### src/rtl/i3c_target_data_engine_pkg.sv
// Shared constants for the I3C target SDR data engine: byte width and
// target-side state encodings (TGT_ prefix keeps them apart from the
// controller's own state names).
package i3c_target_data_engine_pkg;

  localparam int TGT_DATA_WIDTH = 8;

  typedef enum logic [2:0] {
    TGT_IDLE    = 3'd0,
    TGT_WR_BITS = 3'd1,
    TGT_WR_TBIT = 3'd2,
    TGT_RD_BITS = 3'd3,
    TGT_RD_TBIT = 3'd4,
    TGT_DONE    = 3'd5
  } tgt_state_e;

endpackage

### src/rtl/i3c_target_data_engine.sv
// I3C target SDR data engine. After a matched address phase it either
// deserialises controller-written bytes (checking the odd-parity T-bit) or
// serialises bytes from a valid/ready source, using the T-bit as the
// end-of-data marker. All outputs are registered.
module i3c_target_data_engine
  import i3c_target_data_engine_pkg::*;
#(
  parameter int DATA_WIDTH = TGT_DATA_WIDTH
) (
  input  logic                  clk_i,
  input  logic                  rst_ni,
  input  logic                  scl_rise_i,
  input  logic                  scl_fall_i,
  input  logic                  stop_i,
  input  logic                  restart_i,
  input  logic                  xfer_start_i,
  input  logic                  is_read_i,
  input  logic                  sda_i,
  input  logic [DATA_WIDTH-1:0] tx_data_i,
  input  logic                  tx_valid_i,
  output logic                  tx_ready_o,
  output logic                  sda_o,
  output logic                  sda_oe_o,
  output logic [DATA_WIDTH-1:0] rx_data_o,
  output logic                  rx_valid_o,
  output logic                  parity_err_o,
  output logic                  underrun_o,
  output logic                  busy_o
);

  localparam int CNT_W = (DATA_WIDTH > 1) ? $clog2(DATA_WIDTH) : 1;
  localparam logic [CNT_W-1:0] LAST_BIT = CNT_W'(DATA_WIDTH - 1);

  tgt_state_e            state_q, state_d;
  logic [DATA_WIDTH-1:0] shift_q, shift_d;
  logic [CNT_W-1:0]      cnt_q, cnt_d;
  logic                  sda_d, oe_d;
  logic [DATA_WIDTH-1:0] rx_data_d;
  logic                  rx_valid_d, perr_d, ready_d, underrun_d;
  logic                  rise, fall;

  // Simultaneous rise and fall strobes are illegal; such a cycle is dropped.
  assign rise = scl_rise_i & ~scl_fall_i;
  assign fall = scl_fall_i & ~scl_rise_i;

  // State register; asynchronous reset also releases SDA at once.
  always_ff @(posedge clk_i or negedge rst_ni) begin
    if (!rst_ni) state_q <= TGT_IDLE;
    else         state_q <= state_d;
  end

  // Registered outputs and bit counter.
  always_ff @(posedge clk_i or negedge rst_ni) begin
    if (!rst_ni) begin
      cnt_q        <= '0;
      sda_o        <= 1'b1;
      sda_oe_o     <= 1'b0;
      rx_data_o    <= '0;
      rx_valid_o   <= 1'b0;
      parity_err_o <= 1'b0;
      tx_ready_o   <= 1'b0;
      underrun_o   <= 1'b0;
      busy_o       <= 1'b0;
    end else begin
      cnt_q        <= cnt_d;
      sda_o        <= sda_d;
      sda_oe_o     <= oe_d;
      rx_data_o    <= rx_data_d;
      rx_valid_o   <= rx_valid_d;
      parity_err_o <= perr_d;
      tx_ready_o   <= ready_d;
      underrun_o   <= underrun_d;
      busy_o       <= (state_d != TGT_IDLE);
    end
  end

  // Shift register is pure data; its contents only matter once loaded.
  always_ff @(posedge clk_i) begin
    shift_q <= shift_d;
  end

  // Next-state and next-output logic; STOP/Sr overrides every SCL strobe.
  always_comb begin
    state_d    = state_q;
    shift_d    = shift_q;
    cnt_d      = cnt_q;
    sda_d      = sda_o;
    oe_d       = sda_oe_o;
    rx_data_d  = rx_data_o;
    rx_valid_d = 1'b0;
    perr_d     = 1'b0;
    ready_d    = 1'b0;
    underrun_d = 1'b0;
    if (stop_i || restart_i) begin
      state_d = TGT_IDLE;
      cnt_d   = '0;
      oe_d    = 1'b0;
      sda_d   = 1'b1;
    end else begin
      case (state_q)
        TGT_IDLE: begin
          if (xfer_start_i) begin
            cnt_d = '0;
            if (!is_read_i) begin
              state_d = TGT_WR_BITS;
            end else if (tx_valid_i) begin
              shift_d = tx_data_i;
              ready_d = 1'b1;
              sda_d   = tx_data_i[DATA_WIDTH-1];
              oe_d    = 1'b1;
              state_d = TGT_RD_BITS;
            end else begin
              underrun_d = 1'b1;
              state_d    = TGT_DONE;
            end
          end
        end
        TGT_WR_BITS: begin
          if (rise) begin
            shift_d = {shift_q[DATA_WIDTH-2:0], sda_i};
            if (cnt_q == LAST_BIT) begin
              cnt_d   = '0;
              state_d = TGT_WR_TBIT;
            end else begin
              cnt_d = cnt_q + CNT_W'(1);
            end
          end
        end
        TGT_WR_TBIT: begin
          if (rise) begin
            rx_data_d  = shift_q;
            rx_valid_d = 1'b1;
            perr_d     = ~(^{shift_q, sda_i});
            cnt_d      = '0;
            state_d    = TGT_WR_BITS;
          end
        end
        TGT_RD_BITS: begin
          if (fall) begin
            shift_d = shift_q << 1;
            if (cnt_q == LAST_BIT) begin
              cnt_d   = '0;
              sda_d   = tx_valid_i;
              state_d = TGT_RD_TBIT;
            end else begin
              cnt_d = cnt_q + CNT_W'(1);
              sda_d = shift_q[DATA_WIDTH-2];
            end
          end
        end
        TGT_RD_TBIT: begin
          // The T-bit currently on SDA decides whether another byte follows.
          if (fall) begin
            if (sda_o) begin
              shift_d = tx_data_i;
              ready_d = 1'b1;
              sda_d   = tx_data_i[DATA_WIDTH-1];
              state_d = TGT_RD_BITS;
            end else begin
              oe_d    = 1'b0;
              sda_d   = 1'b1;
              state_d = TGT_DONE;
            end
          end
        end
        TGT_DONE: begin
          oe_d = 1'b0;
        end
        default: begin
          state_d = TGT_IDLE;
          oe_d    = 1'b0;
        end
      endcase
    end
  end

endmodule
### config.mk
export PLATFORM = sky130hd
export DESIGN_NAME = i3c_target_data_engine
export DESIGN_NICKNAME = d
export VERILOG_FILES = /design/src/rtl/i3c_target_data_engine_pkg.sv /design/src/rtl/i3c_target_data_engine.sv
export SDC_FILE = /design/constraint.sdc
export NUM_CORES = 1
export LEC_CHECK = 0
export ABC_AREA = 1
export BUFFER_PORTS_ARGS = -buffer_cell sky130_fd_sc_hd__buf_4
export CORE_MARGIN = 5
export CORE_UTILIZATION = 57
export CTS_BUF_LIST = sky130_fd_sc_hd__clkbuf_4 sky130_fd_sc_hd__clkbuf_8
export CTS_CLUSTER_DIAMETER = 100
export DETAILED_ROUTE_END_ITERATION = 12
export PLACE_DENSITY_LB_ADDON = 0.25
export SLEW_MARGIN = 10
export SYNTH_ARGS = -nofsm -noshare
export SYNTH_HDL_FRONTEND = slang
export SYNTH_SLANG_ARGS = --single-unit
### constraint.sdc
create_clock -name clk_i -period 2.7 [get_ports clk_i]
set_input_delay 0.27 -clock clk_i [delete_from_list [all_inputs] [get_ports clk_i]]
set_output_delay 0.27 -clock clk_i [all_outputs]
set_load 0.05 [all_outputs]
==> qor.txt <==
final setup fails: 0
GR Util All Layers: 18.2%
peak supply drop: 0.279 mV
setup TNS: 0 ns
Final Hold Fails: 0
initial antenna violation count: 0
first-pass GRT wire length: 5.84 mm
Resize count post-CTS: 0
CP max stage cell: dfrtp_1
TritonCTS clock tree: done
DR pass1 iterations: 4
Post CTS Setup Buffer Count: 0
post-synthesis cell type count: 29
ratio of cells with drive above 1 in the final layout: 27.3%
Worst slew margin: 61.6%
clock-pin slew on the worst setup and hold paths: 0.09 ns
final WL: 3.41 mm
largest net degree at the start of global routing: 22
YS warnings: 0
CP Capture Type: register
Crit path max-delay family: simple AND/OR/NAND/NOR gates
Post-Layout Cell Count: 287
worst-margin pin slew: 0.574 ns
register area share after synthesis: 45.3%
Mapped Nets: 237
height of the die: 64.5 um
die area: 4160 um2
clk buf depth: 2
Leakage: 1.08 nW
Final min period: 1.82 ns
mean area per synthesized cell: 7.80 um2
Max Clock Skew: 0.00505 ns
initial core utilization: 60.3%
Crit path largest cell delay: 0.48 ns
CP Launch Type: register
Buffers on Ports: 32
Peak Freq: 551 MHz
chip width: 64.5 um
TritonCTS buffer count: 5
pwr/cell area: 453 nW/um2
clk sinks: 29
synthesized cell area: 1690 um2
status: finished clean
I/O pin count: 33
total gr overflow: 0
CTS Root Buffer Type: clkbuf_4
WP data required: 2.75 ns
Total Power: 0.911 mW
critical-path maximum fanout: 21
vias: 1499
Crit path buffers/inverters: 2
Routed Antenna Nets: 0
post-DR wirelength/cell: 11.9 um
Inst Count DP: 278
RSZ-0062 raised after global routing: no
routability-driven placement congestion ratio: 0.899
Vias per Instance: 5.22
CP dominant cell by count: nand2_2
drt initial violations: 97
worst hold path class: in -> reg
# diodes: 0
#FFs+latches synth: 29
# rows: 19
vias in the first global route: 1359
# hold bufs at CTS: 1
Worst Path Arrival: 1.86 ns
DRC Markers: 0
Synth-to-Final Area Change: 18.8%
max cap viols: 0
final period utilization: 67.3%
# nets final: 275
CP cell instances: inv_2 > nand2_2 > nor2_1 > nand2_2 > nand3_1 > nor4_1 > buf_4
Worst-Skew Late Latency: 0.33 ns
Crit Path Class: reg -> reg
Final Slew Violations: 0
H-tree levels: 2
core box area: 2810 um2
Mapped Cells: 217
post-DP HPWL: 2.73 mm
## placed cells by master, fill, tap and decap left out, drive strengths merged
cell / count
ha: 2
o21a: 2
buf: 34
dlygate4sd3: 1
edfxtp: 8
nor2: 30
dfrtp: 20
nand3: 13
nand2: 72
o21bai: 1
nand4: 2
clkinv: 2
xor2: 2
dfstp: 1
a21oi: 3
inv: 29
nor4: 1
xnor2: 2
a22o: 1
nand3b: 2
o21ai: 20
nor3: 1
nor3b: 1
clkbuf: 6
## kinds of logic (layout without fill, tap and decap cells)
kind of cell	count (synthesis)	in the layout	share of synthesized area, %
buf+inv	33	72	9.02
flops	29	29	45.3
fa+ha+maj	2	2	1.48
compound gates	27	27	10.4
xor+xnor	4	4	2.07
simple gates	122	122	31.7
## registers in the layout, indices dropped and copies added, names as in the netlist
register and count:
rx_data_o 8, state_q 3, shift_q 8, sda_o 1, parity_err_o 1, rx_valid_o 1, tx_ready_o 1, underrun_o 1
busy_o 1, cnt_q 3, sda_oe_o 1
## stage by stage
step / setup WS, ns / hold slack, ns / util [%] / area (um2)
global route: 0.711 / 0.211 / 71.7 / 2010
global placement: 0.974 / 0.166 / 69.4 / 1950
finish: 0.884 / 0.220 / 71.7 / 2010
floorplan: 0.556 / -0.0256 / - / 1690
detailed placement: 0.924 / 0.166 / 69.4 / 1950
CTS: 0.885 / 0.213 / 71.7 / 2010
## worst min-delay path, cell delays in order
cell     delay, ns
buf_4         0.08
nand2_1       0.04
o21ai_0       0.05
## power breakdown
part	internal, mW	switching [mW]
Sequential	0.469	0.0110
Combinational	0.0619	0.112
Clock	0.109	0.148
Total	0.640	0.271
## layer usage
layer / share of wire (%) / global-route usage (%) / wire length [um]
met1: 42 / 22.5 / 1440
met2: 46 / 28.6 / 1570
met3: 7.8 / 3.97 / 266
met4: 3.7 / 12.4 / 126
met5: 0 / 0 / 0
## cell usage after synthesis
cell type | count | area share, %
nand2_1 | 66 | 15
dfstp_2 | 1 | 1.6
o21ai_0 | 12 | 3.5
inv_2 | 5 | 1.1
buf_6 | 1 | 0.67
o21bai_1 | 1 | 0.44
nor2_2 | 5 | 1.8
edfxtp_1 | 8 | 14
nand2_2 | 6 | 2.2
inv_4 | 1 | 0.37
o21ai_2 | 8 | 4.1
nand4_1 | 2 | 0.74
inv_1 | 23 | 5.1
nor2_1 | 23 | 5.1
nor2_4 | 2 | 1.3
dfrtp_1 | 20 | 30
nor4_1 | 1 | 0.37
a22o_1 | 1 | 0.52
nand3b_1 | 2 | 0.89
xnor2_1 | 2 | 1.0
a21oi_1 | 3 | 0.89
o21a_1 | 2 | 0.89
nor3_1 | 1 | 0.30
nor3b_1 | 1 | 0.44
nand3_1 | 13 | 3.8
xor2_1 | 2 | 1.0
buf_12 | 1 | 1.2
ha_1 | 2 | 1.5
buf_2 | 2 | 0.59
## worst paths after layout
kind                       cells after the start  slack (ns)            to          from
min reg2reg                                    2        0.49  rx_data_o[5]  rx_data_o[5]
min                                            3        0.22    shift_q[5]  tx_data_i[5]
min in group asynchronous                      2        0.35  rx_data_o[1]        rst_ni
max                                            7        0.88    shift_q[4]    state_q[2]
max reg2reg                                    7        0.88    shift_q[4]    state_q[2]
max in group asynchronous                      2        2.08         sda_o        rst_ni
## area by class of cell
cell class / instances / area, um2
clock buffers: 6 / 45.0
clock inverters: 2 / 10.0
fillers: 247 / 795
inverters: 29 / 111
multi-input cells: 155 / 773
flip-flops and latches: 29 / 767
well taps: 31 / 38.8
repair buffers: 35 / 265
Power figures use the tool's default switching activity.
